File: src/rtl/vga_sink_pkg.sv
// Shared constants, drain-state encoding and pure helper functions for the VGA bus sink.
// Used by vga_bus_sink (optional write counter enabled with VGA_SINK_WR_COUNT_EN).
package vga_sink_pkg;

  localparam int VGA_X_RES_DEF = 160;
  localparam int VGA_Y_RES_DEF = 120;

  localparam logic [1:0] DRAIN_EMPTY   = 2'd0;
  localparam logic [1:0] DRAIN_FILLING = 2'd1;
  localparam logic [1:0] DRAIN_FULL    = 2'd2;

  typedef enum logic [1:0] {
    S_EMPTY   = DRAIN_EMPTY,
    S_FILLING = DRAIN_FILLING,
    S_FULL    = DRAIN_FULL
  } drain_state_e;

  // Smallest address width that covers every visible pixel.
  function automatic int addr_width(input int x_res, input int y_res);
    return $clog2(x_res * y_res);
  endfunction

  // Keeps the top ch_bits of each channel; result is {R,G,B} right-aligned.
  function automatic logic [23:0] pack_colour(input logic [23:0] rgb, input int ch_bits);
    logic [23:0] packed_rgb;
    packed_rgb = '0;
    for (int i = 0; i < ch_bits; i++) begin
      packed_rgb[2*ch_bits + i] = rgb[24 - ch_bits + i];
      packed_rgb[ch_bits + i]   = rgb[16 - ch_bits + i];
      packed_rgb[i]             = rgb[8 - ch_bits + i];
    end
    return packed_rgb;
  endfunction

endpackage

File: src/rtl/vga_pixel_fifo.sv
// Synchronous FIFO with a registered head slot; the head register counts as one of
// the DEPTH entries, so a write into an empty FIFO becomes visible one edge later.
module vga_pixel_fifo #(
  parameter  int WIDTH = 18,
  parameter  int DEPTH = 8,
  localparam int PTR_W = $clog2(DEPTH),
  localparam int CNT_W = $clog2(DEPTH + 1)
) (
  input  logic             clk,
  input  logic             rst_n,
  input  logic             i_push,
  input  logic [WIDTH-1:0] i_push_data,
  input  logic             i_pop,
  output logic             o_full,
  output logic             o_empty,
  output logic [CNT_W-1:0] o_count,
  output logic [WIDTH-1:0] o_head
);

  localparam logic [CNT_W-1:0] CNT_FULL = CNT_W'(DEPTH);

  logic [WIDTH-1:0] r_mem [DEPTH];
  logic [PTR_W-1:0] r_wr_ptr;
  logic [PTR_W-1:0] r_rd_ptr;
  logic [CNT_W-1:0] r_count;
  logic [WIDTH-1:0] r_head;
  logic             r_head_valid;

  logic             w_pop;
  logic             w_push;
  logic [CNT_W-1:0] w_mem_cnt;
  logic             w_load;

  assign w_pop     = i_pop & r_head_valid;
  assign w_push    = i_push & ((r_count != CNT_FULL) | w_pop);
  assign w_mem_cnt = r_count - CNT_W'(r_head_valid);
  // Refill the head whenever it is vacant or leaving, so pops run back-to-back.
  assign w_load    = (~r_head_valid | w_pop) & (w_mem_cnt != '0);

  // NOTE: the storage array has no reset; validity is tracked by the pointers and count.
  always_ff @(posedge clk) begin
    if (w_push) begin
      r_mem[r_wr_ptr] <= i_push_data;
    end
  end

  // NOTE: sequential state uses non-blocking assignments so every flop samples pre-edge values.
  always_ff @(posedge clk or negedge rst_n) begin
    if (!rst_n) begin
      r_wr_ptr     <= '0;
      r_rd_ptr     <= '0;
      r_count      <= '0;
      r_head       <= '0;
      r_head_valid <= 1'b0;
    end else begin
      if (w_push) begin
        r_wr_ptr <= r_wr_ptr + PTR_W'(1);
      end
      r_count <= r_count + CNT_W'(w_push) - CNT_W'(w_pop);
      if (w_load) begin
        r_head       <= r_mem[r_rd_ptr];
        r_head_valid <= 1'b1;
        r_rd_ptr     <= r_rd_ptr + PTR_W'(1);
      end else if (w_pop) begin
        r_head_valid <= 1'b0;
      end
    end
  end

  assign o_full  = (r_count == CNT_FULL);
  assign o_empty = ~r_head_valid;
  assign o_count = r_count;
  assign o_head  = r_head;

endmodule

File: src/rtl/vga_bus_sink.sv
// Receiving end of the shared VGA pixel bus: capture, clip, address/colour packing and
// a buffered req/ack framebuffer write port. VGA_SINK_WR_COUNT_EN adds the wr_count output.
module vga_bus_sink
  import vga_sink_pkg::*;
#(
  parameter int X_RES          = VGA_X_RES_DEF,
  parameter int Y_RES          = VGA_Y_RES_DEF,
  parameter int COLOUR_CH_BITS = 1,
  parameter int FIFO_DEPTH     = 8,
  parameter int ADDR_W         = addr_width(X_RES, Y_RES)
) (
  input  logic                        clk,
  input  logic                        resetn,
  input  logic [7:0]                  vga_x_in,
  input  logic [7:0]                  vga_y_in,
  input  logic [23:0]                 vga_RGB_in,
  input  logic                        vga_draw_enable_in,
  output logic [ADDR_W-1:0]           fb_addr,
  output logic [3*COLOUR_CH_BITS-1:0] fb_colour,
  output logic                        fb_wr_req,
  input  logic                        fb_wr_ack,
  input  logic                        clr_stats,
  output logic                        overflow,
  output logic [7:0]                  dropped_count,
  output logic                        busy
`ifdef VGA_SINK_WR_COUNT_EN
  ,
  output logic [16:0]                 wr_count
`endif
);

  localparam int COL_W = 3 * COLOUR_CH_BITS;
  localparam int DATA_W = ADDR_W + COL_W;
  localparam int CNT_W = $clog2(FIFO_DEPTH + 1);

  localparam logic [ADDR_W:0]  X_RES_W    = (ADDR_W + 1)'(X_RES);
  localparam logic [CNT_W-1:0] CNT_ONE    = CNT_W'(1);
  localparam logic [CNT_W-1:0] CNT_ALMOST = CNT_W'(FIFO_DEPTH - 1);

  if ((64'd1 << ADDR_W) < 64'(X_RES * Y_RES)) begin : g_addr_w_check
    $error("vga_bus_sink: ADDR_W cannot address X_RES*Y_RES pixels");
  end
  if ((FIFO_DEPTH < 2) || ((FIFO_DEPTH & (FIFO_DEPTH - 1)) != 0)) begin : g_depth_check
    $error("vga_bus_sink: FIFO_DEPTH must be a power of two >= 2");
  end

  logic        r_cap_valid;
  logic [7:0]  r_cap_x;
  logic [7:0]  r_cap_y;
  logic [23:0] r_cap_rgb;

  // Only a clean 1 counts as a strobe; X/Z from an undriven bus falls into the else branch.
  always_ff @(posedge clk or negedge resetn) begin
    if (!resetn) begin
      r_cap_valid <= 1'b0;
      r_cap_x     <= '0;
      r_cap_y     <= '0;
      r_cap_rgb   <= '0;
    end else if (vga_draw_enable_in == 1'b1) begin
      r_cap_valid <= 1'b1;
      r_cap_x     <= vga_x_in;
      r_cap_y     <= vga_y_in;
      r_cap_rgb   <= vga_RGB_in;
    end else begin
      r_cap_valid <= 1'b0;
    end
  end

  logic              w_in_range;
  logic [ADDR_W-1:0] w_addr;
  logic [COL_W-1:0]  w_colour;
  logic              w_push_req;

  assign w_in_range = (int'(r_cap_x) < X_RES) && (int'(r_cap_y) < Y_RES);
  assign w_addr     = ADDR_W'(((ADDR_W + 1)'(r_cap_y) * X_RES_W) + (ADDR_W + 1)'(r_cap_x));
  assign w_colour   = COL_W'(pack_colour(r_cap_rgb, COLOUR_CH_BITS));
  assign w_push_req = r_cap_valid & w_in_range;

  logic              w_fifo_full;
  logic              w_fifo_empty;
  logic [CNT_W-1:0]  w_fifo_count;
  logic [DATA_W-1:0] w_head;

  vga_pixel_fifo #(
    .WIDTH (DATA_W),
    .DEPTH (FIFO_DEPTH)
  ) u_fifo (
    .clk         (clk),
    .rst_n       (resetn),
    .i_push      (w_push_req),
    .i_push_data ({w_addr, w_colour}),
    .i_pop       (fb_wr_ack),
    .o_full      (w_fifo_full),
    .o_empty     (w_fifo_empty),
    .o_count     (w_fifo_count),
    .o_head      (w_head)
  );

  logic w_pop;
  logic w_push_acc;
  logic w_drop;

  assign w_pop      = fb_wr_ack & ~w_fifo_empty;
  assign w_push_acc = w_push_req & (~w_fifo_full | w_pop);
  assign w_drop     = w_push_req & w_fifo_full & ~w_pop;

  drain_state_e r_state;
  drain_state_e w_state_next;

  always_ff @(posedge clk or negedge resetn) begin
    if (!resetn) begin
      r_state <= S_EMPTY;
    end else begin
      r_state <= w_state_next;
    end
  end

  // NOTE: the default assignment before the case keeps this block free of inferred latches.
  always_comb begin
    w_state_next = r_state;
    unique case (r_state)
      S_EMPTY: begin
        if (w_push_acc) begin
          w_state_next = S_FILLING;
        end
      end
      S_FILLING: begin
        if (w_push_acc && !w_pop && (w_fifo_count == CNT_ALMOST)) begin
          w_state_next = S_FULL;
        end else if (!w_push_acc && w_pop && (w_fifo_count == CNT_ONE)) begin
          w_state_next = S_EMPTY;
        end
      end
      S_FULL: begin
        if (w_pop && !w_push_acc) begin
          w_state_next = S_FILLING;
        end
      end
      default: w_state_next = S_EMPTY;
    endcase
  end

  logic       r_overflow;
  logic [7:0] r_dropped;

  // A drop on the same edge as clr_stats wins: the cleared stats restart from this drop.
  always_ff @(posedge clk or negedge resetn) begin
    if (!resetn) begin
      r_overflow <= 1'b0;
      r_dropped  <= '0;
    end else if (w_drop) begin
      r_overflow <= 1'b1;
      if (clr_stats) begin
        r_dropped <= 8'd1;
      end else if (r_dropped != 8'hFF) begin
        r_dropped <= r_dropped + 8'd1;
      end
    end else if (clr_stats) begin
      r_overflow <= 1'b0;
      r_dropped  <= '0;
    end
  end

`ifdef VGA_SINK_WR_COUNT_EN
  logic [16:0] r_wr_count;

  always_ff @(posedge clk or negedge resetn) begin
    if (!resetn) begin
      r_wr_count <= '0;
    end else if (clr_stats) begin
      r_wr_count <= w_pop ? 17'd1 : 17'd0;
    end else if (w_pop) begin
      r_wr_count <= r_wr_count + 17'd1;
    end
  end

  assign wr_count = r_wr_count;
`endif

  assign fb_wr_req     = ~w_fifo_empty;
  assign fb_addr       = w_head[DATA_W-1:COL_W];
  assign fb_colour     = w_head[COL_W-1:0];
  assign overflow      = r_overflow;
  assign dropped_count = r_dropped;
  assign busy          = r_cap_valid | (r_state != S_EMPTY);

endmodule

File: config.mk
export PLATFORM = sky130hd
export DESIGN_NAME = vga_bus_sink
export DESIGN_NICKNAME = d
export VERILOG_FILES = /design/src/rtl/vga_sink_pkg.sv /design/src/rtl/vga_pixel_fifo.sv /design/src/rtl/vga_bus_sink.sv
export SDC_FILE = /design/constraint.sdc
export NUM_CORES = 1
export LEC_CHECK = 0
export CAP_MARGIN = 0
export CORE_AREA = 2 2 119 121
export CTS_BUF_LIST = sky130_fd_sc_hd__clkbuf_4 sky130_fd_sc_hd__clkbuf_8
export CTS_CLUSTER_DIAMETER = 120
export CTS_CLUSTER_SIZE = 14
export DETAILED_ROUTE_END_ITERATION = 7
export DIE_AREA = 0 0 121 123
export PLACE_DENSITY = 0.83
export SLEW_MARGIN = 20
export SYNTH_ARGS = -nofsm -noshare
export SYNTH_HDL_FRONTEND = slang
export SYNTH_HIERARCHICAL = 1
export SYNTH_SLANG_ARGS = --single-unit
File: constraint.sdc
create_clock -name clk -period 10.1 [get_ports clk]
set_clock_uncertainty 0.2 [all_clocks]
set_input_delay 3.03 -clock clk [delete_from_list [all_inputs] [get_ports clk]]
set_output_delay 3.03 -clock clk [all_outputs]
set_load 0.02 [all_outputs]
## Yosys cells after proc, flatten, opt, wreduce, memory -nomap -nowiden

Memories as Yosys holds them, arrays and structs flattened. A register that Yosys moved wholly into a read port is not among the register bits.
Index checks and enable logic that the tools add are counted.

| word-level totals | value |
|---|---|
| memories kept | 1 |
| output and inout port bits | 29 |
| logic and storage cells | 78 |
| bits in writable memories | 144 |
| register bits after elaboration | 63 |

Memory list:

| name | words | width | read ports | clocked after memory_dff | wr ports | RTL line | text |
|---|---|---|---|---|---|---|---|
| u_fifo.r_mem | 8 | 18 | 1 | 1 | 1 | vga_pixel_fifo.sv:22 | `logic [WIDTH-1:0] r_mem [DEPTH];` |

| cells by class | value |
|---|---|
| add/sub/neg operators | 7 |
| multiply operators | 1 |
| $lt $le $gt $ge | 2 |
| multiplexer cells | 16 |
| bitwise logic cells | 14 |
| reductions and logical operators | 16 |
| equal/unequal tests | 10 |

Operator list:

| operator | number |
|---|---|
| two-way mux 8 bit | 4 |
| adder 15 x 8 -> 15 bit | 1 |
| multiplier 8 x 3 -> 10 bit (second input constant) | 1 |
| adder 8 x 1 -> 8 bit (second input constant) | 1 |
| < comparator 8 x 7 -> 1 bit (second input constant) | 1 |
| < comparator 8 bit (second input constant) | 1 |
| two-way mux 2 bit | 4 |
| != test 8 bit (second input constant) | 1 |
| nonzero test 2 bit | 4 |
| subtractor 4 x 1 -> 4 bit | 2 |
| bitwise AND 1 bit | 7 |
| two-way mux 1 bit | 7 |
| adder 3 x 1 -> 3 bit (second input constant) | 2 |
| case mux 2 bit (3 select lines) | 1 |
| logical AND 1 bit | 5 |
| adder 4 x 1 -> 4 bit | 1 |
| equality test 4 x 1 -> 1 bit (second input constant) | 1 |
| equality test 4 x 3 -> 1 bit (second input constant) | 1 |
| equality test 4 bit (second input constant) | 1 |
| != test 2 bit (second input constant) | 2 |
| != test 4 bit (second input constant) | 1 |
| OR 1 bit | 4 |
| nonzero test 4 bit | 1 |
| zero test 1 bit | 3 |
| other kinds (7) | 9 |

## Depth between registers and ports, before layout

Gate-level depths: netlist of run 1.

| depth | value |
|---|---|
| depth in word-level cells | 10 |
| gate-level depth with buffers | 10 |

## Cells and area by module

The synthesis of run 1 kept the hierarchy.

Modules (own cells, without submodules):

| module | cells an instance | area each (sq um) | times used |
|---|---|---|---|
| vga_pixel_fifo | 337 | 6705.2 | 1 |
| vga_bus_sink | 177 | 1885.6 | 1 |

## Worst setup path after synthesis of run 1

Ideal clock, no wire load.

| timing path | value |
|---|---|
| path type | in2reg |
| start point | in fb_wr_ack |
| end point | mem u_fifo.r_mem[0][0] (enable) |
| slack | 4.629 ns |
| stages | 4 |
| arrival | 4.855 ns |
| cell sequence | nand2_1 > a21boi_0 > nand2b_1 > nor3_1 |

| between the ends | value |
|---|---|
| longest elaborated chain between the ends | 5 |

Ends and longest elaborated chain:

| item | RTL line | text |
|---|---|---|
| from (decl) | vga_bus_sink.sv:21 | `input logic fb_wr_ack,` |
| bitwise AND 1 bit | vga_pixel_fifo.sv:34 | `assign w_pop = i_pop & r_head_valid;` |
| OR 1 bit | vga_pixel_fifo.sv:35 | `assign w_push = i_push & ((r_count != CNT_FULL) \| w_pop);` |
| bitwise AND 1 bit | vga_pixel_fifo.sv:35 |  |
| two-way mux 1 bit | vga_pixel_fifo.sv:42 | `if (w_push) begin` |
| two-way mux 1 bit (not written as such) | vga_pixel_fifo.sv:43 | `r_mem[r_wr_ptr] <= i_push_data;` |
| to (decl) | vga_pixel_fifo.sv:22 |  |

No other way between the ends.

## Worst setup path in the final report of run 1

| timing path | value |
|---|---|
| start point | in fb_wr_ack |
| end point | mem u_fifo.r_mem[1][14] (enable) |

The elaborated chain is that of the path after synthesis.

==> results of run 1 <==
==> layout by cell type (no fill, tap or decap), types with 6 or more instances in the layout <==
master / synthesis / final
xor2_1: 6 / 6
o21ai_0: 26 / 26
mux2i_1: 19 / 19
nand2_1: 38 / 38
clkdlybuf4s50_1: 0 / 51
nand2b_1: 6 / 6
a21oi_1: 7 / 7
clkbuf_8: 0 / 18
mux4_2: 36 / 36
nor2_1: 27 / 27
edfxtp_1: 144 / 144
inv_1: 17 / 17
ha_1: 24 / 24
clkbuf_4: 0 / 12
mux2_2: 18 / 18
xnor2_1: 16 / 16
dfrtp_1: 60 / 58
buf_4: 6 / 10
==> layer usage <==
| metal | up-vias | track usage (%) | part of all wire, % |
|---|---|---|---|
| met5 | - | 0 | 0 |
| met4 | 0 | 5.38 | 1.8 |
| met3 | 21 | 2.81 | 4.8 |
| met2 | 119 | 37.3 | 51 |
| met1 | 2264 | 29.5 | 43 |
| li1 | 2080 | - | - |
==> how the worst min path moves through the flow <==
| stage | start | end | slack (ns) | cells after the start |
|---|---|---|---|---|
| floorplan | r_state[0] | r_state[0] | 0.27 | 1 |
| global placement | u_fifo/o_head[15] | u_fifo/o_head[15] | 0.26 | 2 |
| detailed placement | u_fifo/o_head[15] | u_fifo/o_head[15] | 0.27 | 2 |
| CTS | u_fifo/o_head[15] | u_fifo/o_head[15] | 0.29 | 2 |
| global route | u_fifo/o_head[15] | u_fifo/o_head[15] | 0.32 | 2 |
| finish | u_fifo/o_head[15] | u_fifo/o_head[15] | 0.28 | 2 |
==> power by group <==
part	switching [mW]	internal [mW]
Sequential	0.0991	1.05
Clock	0.255	0.214
Combinational	0.367	0.352
Total	0.721	1.62
==> metrics by stage <==
step | cells | hold slack (ns) | utilization [%]
2_1_floorplan | 514 | 0.269 | -
3_3_place_gp | 738 | 0.260 | 68.5
3_5_place_dp | 738 | 0.270 | 68.5
4_1_cts | 770 | 0.291 | 71.1
5_1_grt | 770 | 0.315 | 71.1
6_report | 770 | 0.283 | 71.1
==> flip-flops by register name, indices dropped and copies added, names as in the netlist <==
| name | flops |
|---|---|
| u_fifo/r_mem | 144 |
| u_fifo/o_head | 18 |
| dropped_count | 8 |
| r_cap_x | 8 |
| r_cap_y | 8 |
| u_fifo/o_count | 4 |
| r_cap_rgb | 3 |
| u_fifo/r_rd_ptr | 3 |
| u_fifo/r_wr_ptr | 3 |
| r_state | 2 |
| overflow | 1 |
| r_cap_valid | 1 |
| u_fifo/r_head_valid | 1 |
==> layout make-up <==
type | count | area, um2 | share of cell area [%]
Tap cell | 180 | 225 | 2.33
Multi-Input combinational cell | 275 | 2610 | 27.0
Clock buffer | 30 | 338 | 3.49
Inverter | 17 | 63.8 | 0.660
Clock inverter | 2 | 17.5 | 0.181
Timing Repair Buffer | 62 | 591 | 6.10
Sequential cell | 204 | 5830 | 60.2
==> worst max-delay path: cells and delay by family <==
kind                   cells  cell delay (ns)
and+or+nand+nor            3             1.22
buffers and inverters      1             0.53
AOI/OAI and AO/OA          1             0.39
==> logic make-up after synthesis <==
group,share of synthesized area (%)
DFF,67.8
muxes,14.0
buffers and inverters,2.04
and+or+nand+nor,6.20
xor gates and xnor gates,2.24
AOI/OAI and AO/OA,3.50
adders and majority gates,4.19
==> reports/qor.yml, run 1 <==
status:
  status: "completed"
drt:
  avgViaCountPerCell: 5.82
  drtIter0Drc: 291
  antenna_left: 0
  vias: 4484
  route.detailed.drc: 0
  first_pass_iters: 4
  route.detailed.wl_per_inst_um: 19.5
  wirelength_um: 15000
clock_network:
  cts_setup_buffers: 0
  holdBufCountCts: 0
  clk_latency_ns: 0.50
  cts_max_level: 1
  cts_made_buffers: 18
  cts_max_path_buffers: 3
  cts-resized-gates: 0
  cts_sinks: 204
  tritoncts: "done"
  cts.root.buffer_cell: "clkbuf_8"
  cts.clk_slew.worst_paths_ns: 0.09
final_layout:
  nFillCells: 847
  syn2layout_area_growth_pct: 12.6
  drive_above_1_share_pct: 18.6
  final_nets: 650
  postLayoutCellArea_um2: 9680
  antenna_cells: 0
timing:
  fin_setup_tns_ns: 0
  hold_viol: 0
  finalSetupViolations: 0
  fmax_mhz: 189
  timing.final.crit_share_pct: 52.3
  relSlewSlack_pct: 29.3
  drv_slew: 0
  layout_min_cycle_time_ns: 5.28
  tightest_slew_ns: 1.06
  setup_slack_ns: 4.82
  rsz0062_at_grt: "no"
worst_setup_path:
  worstSetupEndpoint: "u_fifo/r_mem[1][14]"
  worstPathRequired_ns: 10.01
  cp-end-kind: "register"
  crit_start: "fb_wr_ack"
  r2r_slack_ns: 6.99
  max_stage_delay_ns: 0.86
  slowest_stage: "nor3_4"
  cp.arrival_ns: 5.19
  timing.critical_path.mode_cell: "nand2_1"
  r2r_cells: 7
  crit_chain: "clkdlybuf4s50_1 > nand2_1 > a21boi_0 > nand2_1 > nor3_4"
  reg2reg_to: "u_fifo/r_mem[3][15]"
  critPathMaxFanout: 18
  path_class: "input port to register"
  worst_setup_path_start_kind: "input port"
  r2r_start: "r_cap_y[1]"
synth:
  yosys.area.top_type: "edfxtp_1"
  yosysWarnings: 6
  synth_top_flop_cell: "edfxtp_1"
  synthArstFlopShare_pct: 29.4
  synth_common_cells: "edfxtp_1, dfrtp_1, nand2_1"
  synth-seq-area-share_pct: 67.8
  avgSynthCellArea_um2: 16.7
  synth_edf_count: 144
  synthTopCellsByArea: "edfxtp_1, dfrtp_1, mux4_2"
  synthCells: 514
  post_synth_num_cell_types: 53
  syn-num-nets: 586
  synth_top_area_share_pct: 50.3
  syn-cell-area_um2: 8590
  yosys.cell_count.top_type: "edfxtp_1"
  yosys_register_bits: 204
floorplanning:
  start_util_pct: 63.1
  die_area_um2: 14900
  core.rowCount: 43
  die_y_um: 123
  core_area_um2: 13600
  die-width_um: 121
  ios: 74
grt:
  grt_pass1_wl_um: 24400
  grt_max_degree: 61
  grtUsageTotal_pct: 21.5
  antenna_found_initial: 0
  grt_pass1_vias: 4670
  grt.overflow.total: 0
placement:
  dpl.hpwl_um: 9600
  placed_area_um2: 9320
  dp_slack_ns: 4.22
  io_buffers: 52
  place_congestion: 0.806
pwr:
  max-vdd-ir-drop_mv: 0.143
  power.total_mw: 2.34
  p_leak_nw: 3.50
  powerDensity_nw_per_um2: 242
run:
  max_cap_violations: 0
min_path:
  min_path_type: "register to register"
(Power assumes the default switching activity.)
==> inputs of run 2 (changes only) <==
--- a/config.mk
+++ b/config.mk
@@ -6,13 +6,13 @@
 export NUM_CORES = 1
 export LEC_CHECK = 0
 export CAP_MARGIN = 0
-export CORE_AREA = 2 2 119 121
+export CORE_AREA = 2 2 123 125
 export CTS_BUF_LIST = sky130_fd_sc_hd__clkbuf_4 sky130_fd_sc_hd__clkbuf_8
 export CTS_CLUSTER_DIAMETER = 120
 export CTS_CLUSTER_SIZE = 14
 export DETAILED_ROUTE_END_ITERATION = 7
-export DIE_AREA = 0 0 121 123
-export PLACE_DENSITY = 0.83
+export DIE_AREA = 0 0 125 127
+export PLACE_DENSITY = 0.78
 export SLEW_MARGIN = 20
 export SYNTH_ARGS = -nofsm -noshare
 export SYNTH_HDL_FRONTEND = slang
==> constraint.sdc (replaced) <==
create_clock -name clk -period 5.3 [get_ports clk]
set_clock_uncertainty 0.2 [all_clocks]
set_input_delay 1.59 -clock clk [delete_from_list [all_inputs] [get_ports clk]]
set_output_delay 1.59 -clock clk [all_outputs]
set_load 0.02 [all_outputs]
==> reports/qor.yml, run 2 (synthesized netlist as in run 1, its figures left out) <==
timing:
  tightest_slew_ns: 1.06  # +0.00576 ns
  hold_ws_ns: 0.285  # +0.00178 ns
  fmax_mhz: 268
  relSlewSlack_pct: 28.9  # -0.38 points
  hold_viol: 0  # unchanged
  setup_slack_ns: 1.57  # -3.24 ns
  timing.final.crit_share_pct: 70.3
  drv_slew: 0  # unchanged
  fin_setup_tns_ns: 0  # unchanged
  finalSetupViolations: 0  # unchanged
  layout_min_cycle_time_ns: 3.73
  rsz0062_at_grt: "no"
drt:
  wirelength_um: 15700  # +4.7%
  route.detailed.wl_per_inst_um: 20.2  # +3.8%
  avgViaCountPerCell: 5.87  # +0.82%
  first_pass_iters: 4  # unchanged
  vias: 4562  # +1.7%
  drtIter0Drc: 394  # +35%
  antenna_left: 0  # unchanged
  route.detailed.drc: 0  # unchanged
final_layout:
  syn2layout_area_growth_pct: 13.0
  top_register: "u_fifo/r_mem"
  final_cells: 777  # +0.91%
  final_cell_mix: "edfxtp_1, dfrtp_1, clkdlybuf4s50_1, nand2_1, mux4_2"
  layout_commonest_cell: "edfxtp_1"
  drive_above_1_share_pct: 19.1  # +0.41 points
  nFillCells: 978  # +15%
  largest_register_ff_count: 144  # unchanged
  antenna_cells: 0  # unchanged
  final_nets: 653  # +0.46%
min_path:
  min_path_type: "register to register"
clock_network:
  cts.root.buffer_cell: "clkbuf_8"
  cts_sinks: 204  # unchanged
  cts_made_buffers: 18  # unchanged
  cts-resized-gates: 0  # unchanged
  cts_max_level: 1  # unchanged
  cts_max_path_buffers: 3  # unchanged
  holdBufCountCts: 0  # unchanged
  cts.clk_slew.worst_paths_ns: 0.09  # about the same
  cts_setup_buffers: 0  # unchanged
  tritoncts: "done"
  clk_latency_ns: 0.50  # about the same
worst_setup_path:
  worstPathRequired_ns: 5.30  # -4.71 ns
  critPathBufInv: 2  # +1
  path_class: "input port to register"
  critPathMaxFanout: 13  # -5
  worst_setup_path_start_kind: "input port"
  max_stage_delay_ns: 0.61  # -0.25 ns
  slowest_stage: "nor2_1"
  cp-end-kind: "register"
  cp_top_family: "simple AND/OR/NAND/NOR gates"
  cp.arrival_ns: 3.73  # -1.46 ns
  crit_chain: "clkdlybuf4s50_1 > nand2_1 > a21boi_0 > nand2b_1 > nor2_1 > buf_12"
grt:
  grt_pass1_wl_um: 25800  # +5.4%
  grt_max_degree: 39  # -36%
  grt_pass1_vias: 4949  # +6.0%
  grtUsageTotal_pct: 20.6  # -0.89 points
  grt.overflow.total: 0  # unchanged
  antenna_found_initial: 0  # unchanged
pwr:
  max-vdd-ir-drop_mv: 0.210  # +47%
  powerDensity_nw_per_um2: 461  # +91%
  p_leak_nw: 3.52  # +0.62%
floorplanning:
  ios: 74  # unchanged
  die_area_um2: 15900  # +6.7%
  die-width_um: 125  # +3.3%
  die_y_um: 127  # +3.3%
  core_area_um2: 14400  # +6.0%
  start_util_pct: 59.6  # -3.6 points
  core.rowCount: 44  # +2.3%
placement:
  dpl.hpwl_um: 10300  # +7.0%
  dp_slack_ns: 1.09  # -3.13 ns
  place_congestion: 0.770  # -4.5%
  place_inst: 745  # +0.95%
  io_buffers: 52  # unchanged
run:
  max_cap_violations: 0  # unchanged
status:
  status: "completed"
## run 2: cell type report
| type | count | area [um2] | area share [%] |
|---|---|---|---|
| clock buffer | 31 | 352 | 3.62 |
| timing repair buffer | 65 | 626 | 6.44 |
| sequential | 204 | 5830 | 60.0 |
| clock inverter | 1 | 8.76 | 0.0902 |
| tap | 184 | 230 | 2.37 |
| inverter | 17 | 63.8 | 0.657 |
| multi-input combinational | 275 | 2600 | 26.8 |
## run 2: path summary, 6_finish.rpt
path	depth (start not counted)	slack [ns]	endpoint	startpoint
worst max-delay path	6	1.57	u_fifo/r_mem[6][0]	fb_wr_ack
worst min-delay path	2	0.28	u_fifo/o_head[11]	u_fifo/o_head[11]
worst max register to register	8	1.98	u_fifo/r_mem[6][16]	r_cap_y[3]
worst min register to register	2	0.28	u_fifo/o_head[11]	u_fifo/o_head[11]
max in group asynchronous	2	3.07	r_cap_y[7]	resetn
min in group asynchronous	1	0.91	dropped_count[7]	resetn
## run 2: worst min-delay path, cell delays in order (launching register included)
cell,delay (ns)
dfrtp_1,0.35
nand2_1,0.04
o21ai_0,0.06
## run 2: routing by layer
| layer | vias up | global-route usage (%) | part of all wire, % |
|---|---|---|---|
| li1 | 2088 | - | - |
| met1 | 2323 | 27.6 | 42 |
| met2 | 125 | 35.8 | 51 |
| met3 | 26 | 3.81 | 5.4 |
| met4 | 0 | 4.97 | 1.5 |
| met5 | - | 0 | 0 |
## run 2: report_power, final
part | leakage (nW) | internal (mW) | switching (mW)
Combinational | 1.30 | 0.674 | 0.680
Clock | 0.196 | 0.420 | 0.487
Sequential | 2.03 | 2.00 | 0.219
Total | 3.52 | 3.09 | 1.39
## run 2: through the flow
step	instance area, um2	power, mW	utilization [%]
after floorplan	8590	3.19	-
final	9710	4.48	67.3
after detailed placement	9350	3.63	64.8
after CTS	9710	4.53	67.3
after global placement	9350	3.55	64.8
after global routing	9710	4.73	67.3
==> inputs of run 3 (changes only) <==
--- a/config.mk
+++ b/config.mk
@@ -6,13 +6,13 @@
 export NUM_CORES = 1
 export LEC_CHECK = 0
 export CAP_MARGIN = 0
-export CORE_AREA = 2 2 123 125
+export CORE_AREA = 2 2 130 132
 export CTS_BUF_LIST = sky130_fd_sc_hd__clkbuf_4 sky130_fd_sc_hd__clkbuf_8
 export CTS_CLUSTER_DIAMETER = 120
 export CTS_CLUSTER_SIZE = 14
 export DETAILED_ROUTE_END_ITERATION = 7
-export DIE_AREA = 0 0 125 127
-export PLACE_DENSITY = 0.78
+export DIE_AREA = 0 0 132 134
+export PLACE_DENSITY = 0.74
 export SLEW_MARGIN = 20
 export SYNTH_ARGS = -nofsm -noshare
 export SYNTH_HDL_FRONTEND = slang
==> constraint.sdc (replaced) <==
create_clock -name clk -period 3.2 [get_ports clk]
set_clock_uncertainty 0.2 [all_clocks]
set_input_delay 0.96 -clock clk [delete_from_list [all_inputs] [get_ports clk]]
set_output_delay 0.96 -clock clk [all_outputs]
set_load 0.02 [all_outputs]
==> reports/qor.yml, run 3 (synthesized netlist as in run 1, its figures left out) <==
placement:
  place_congestion: 0.806  # +4.8%
  dpl.hpwl_um: 9740  # -5.2%
  place_inst: 794  # +6.6%
  placed_area_um2: 9590  # +2.6%
  io_buffers: 52  # unchanged
  dp_slack_ns: 0.0624  # -1.03 ns
floorplanning:
  ios: 74  # unchanged
  die_area_um2: 17700  # +11%
  die-width_um: 132  # +5.6%
  core_area_um2: 16300  # +13%
  start_util_pct: 52.7  # -6.8 points
  core.rowCount: 47  # +6.8%
  die_y_um: 134  # +5.5%
final_layout:
  final_nets: 666  # +2.0%
  top_register: "u_fifo/r_mem"
  nFillCells: 1222  # +25%
  antenna_cells: 0  # unchanged
  utilization_pct: 61.2  # -6.1 points
  drive_above_1_share_pct: 21.0  # +1.9 points
  multi_input_area_um2: 2610  # +0.53%
  layout_commonest_cell: "edfxtp_1"
  syn2layout_area_growth_pct: 16.0
  largest_register_ff_count: 144  # unchanged
  final_cell_mix: "edfxtp_1, dfrtp_1, clkdlybuf4s50_1, nand2_1, mux4_2"
  regArea_um2: 5830  # about the same
  final_cells: 826  # +6.3%
  postLayoutCellArea_um2: 9960  # +2.6%
drt:
  wirelength_um: 15300  # -2.5%
  avgViaCountPerCell: 5.45  # -7.3%
  route.detailed.wl_per_inst_um: 18.6  # -8.3%
  first_pass_iters: 4  # unchanged
  antenna_left: 0  # unchanged
  drtIter0Drc: 312  # -21%
  route.detailed.drc: 0  # unchanged
  vias: 4498  # -1.4%
worst_setup_path:
  critPathBufInv: 2  # unchanged
  worstPathRequired_ns: 3.25  # -2.05 ns
  cp.arrival_ns: 3.11  # -0.62 ns
  cp_top_family: "simple AND/OR/NAND/NOR gates"
  path_class: "register to register"
  critPathMaxFanout: 8  # -5
  r2r_slack_ns: 0.14  # -1.84 ns
  worst_setup_path_start_kind: "register"
  cp-end-kind: "register"
  max_stage_delay_ns: 0.63  # +0.02 ns
  crit_chain: "buf_4 > ha_1 > ha_1 > o21ai_0 > or4b_2 > o2111ai_2 > nand4_1 > xnor2_1 > buf_4"
  slowest_stage: "or4b_2"
grt:
  grt_pass1_wl_um: 25200  # -2.0%
  grt_pass1_vias: 4833  # -2.3%
  grt-busiest-layer: "met2"
  grtUsageTotal_pct: 18.3  # -2.3 points
  met2_usage_pct: 33.3  # -2.5 points
  met1_usage_pct: 23.3  # -4.3 points
  grt_max_degree: 61  # +56%
  antenna_found_initial: 0  # unchanged
  use_met3_pct: 2.57  # -1.2 points
  grt.overflow.total: 0  # unchanged
timing:
  setup_slack_ns: 0.141  # -1.43 ns
  hold_viol: 0  # unchanged
  fmax_mhz: 327
  tightest_slew_ns: 0.649  # -0.414 ns
  hold_ws_ns: 0.253  # -0.0314 ns
  fin_setup_tns_ns: 0  # unchanged
  timing.final.crit_share_pct: 95.6
  drv_slew: 0  # unchanged
  layout_min_cycle_time_ns: 3.06
  relSlewSlack_pct: 56.6  # +28 points
  rsz0062_at_grt: "no"
  finalSetupViolations: 0  # unchanged
pwr:
  p_leak_nw: 3.62  # +2.7%
  max-vdd-ir-drop_mv: 0.427  # +100%
  power.total_mw: 7.49  # +67%
  powerDensity_nw_per_um2: 751  # +63%
clock_network:
  cts.clk_slew.worst_paths_ns: 0.09  # about the same
  cts_made_buffers: 18  # unchanged
  holdBufCountCts: 0  # unchanged
  cts.root.buffer_cell: "clkbuf_8"
  cts_max_path_buffers: 3  # unchanged
  clk_latency_ns: 0.50  # about the same
  tritoncts: "done"
  cts_max_level: 1  # unchanged
  cts_sinks: 204  # unchanged
min_path:
  min_path_type: "input port to asynchronous set/reset pin"
run:
  max_cap_violations: 0  # unchanged
status:
  status: "completed"
-- run 3: power by group --
group / switching [mW] / internal [mW] / total (mW)
logic: 1.25 / 1.20 / 2.46
clock network: 0.790 / 0.696 / 1.49
registers: 0.235 / 3.31 / 3.54
-- run 3: final timing paths --
kind / startpoint / end / depth (start not counted)
max reg2reg: r_cap_y[3] / u_fifo/r_mem[3][17] / 9
max: r_cap_y[3] / u_fifo/r_mem[3][17] / 9
max in group asynchronous: resetn / r_cap_y[4] / 2
min reg2reg: u_fifo/o_head[13] / u_fifo/o_head[13] / 2
min in group clk: u_fifo/o_head[13] / u_fifo/o_head[13] / 2
min: resetn / u_fifo/o_head[5] / 2
-- run 3: timing repair --
action / 4_1_cts / 5_1_grt
endpoints found under the setup margin: 0 / 10
setup buffers: 0 / 0
gates resized for setup: 0 / 2
-- run 3: layer usage --
metal  share of wire [%]  vias up
met1                  42     2278
met2                  52       91
li1                    -     2114
met5                   0        -
met4                 1.3        0
met3                 4.4       15
-- run 3: layout make-up --
| cell class | count | area share, % |
|---|---|---|
| inverters | 17 | 0.640 |
| clock inverters | 1 | 0.0879 |
| flip-flops and latches | 204 | 58.5 |
| well taps | 220 | 2.76 |
| clock buffers | 31 | 3.53 |
| multi-input cells | 275 | 26.2 |
| repair buffers | 78 | 8.26 |
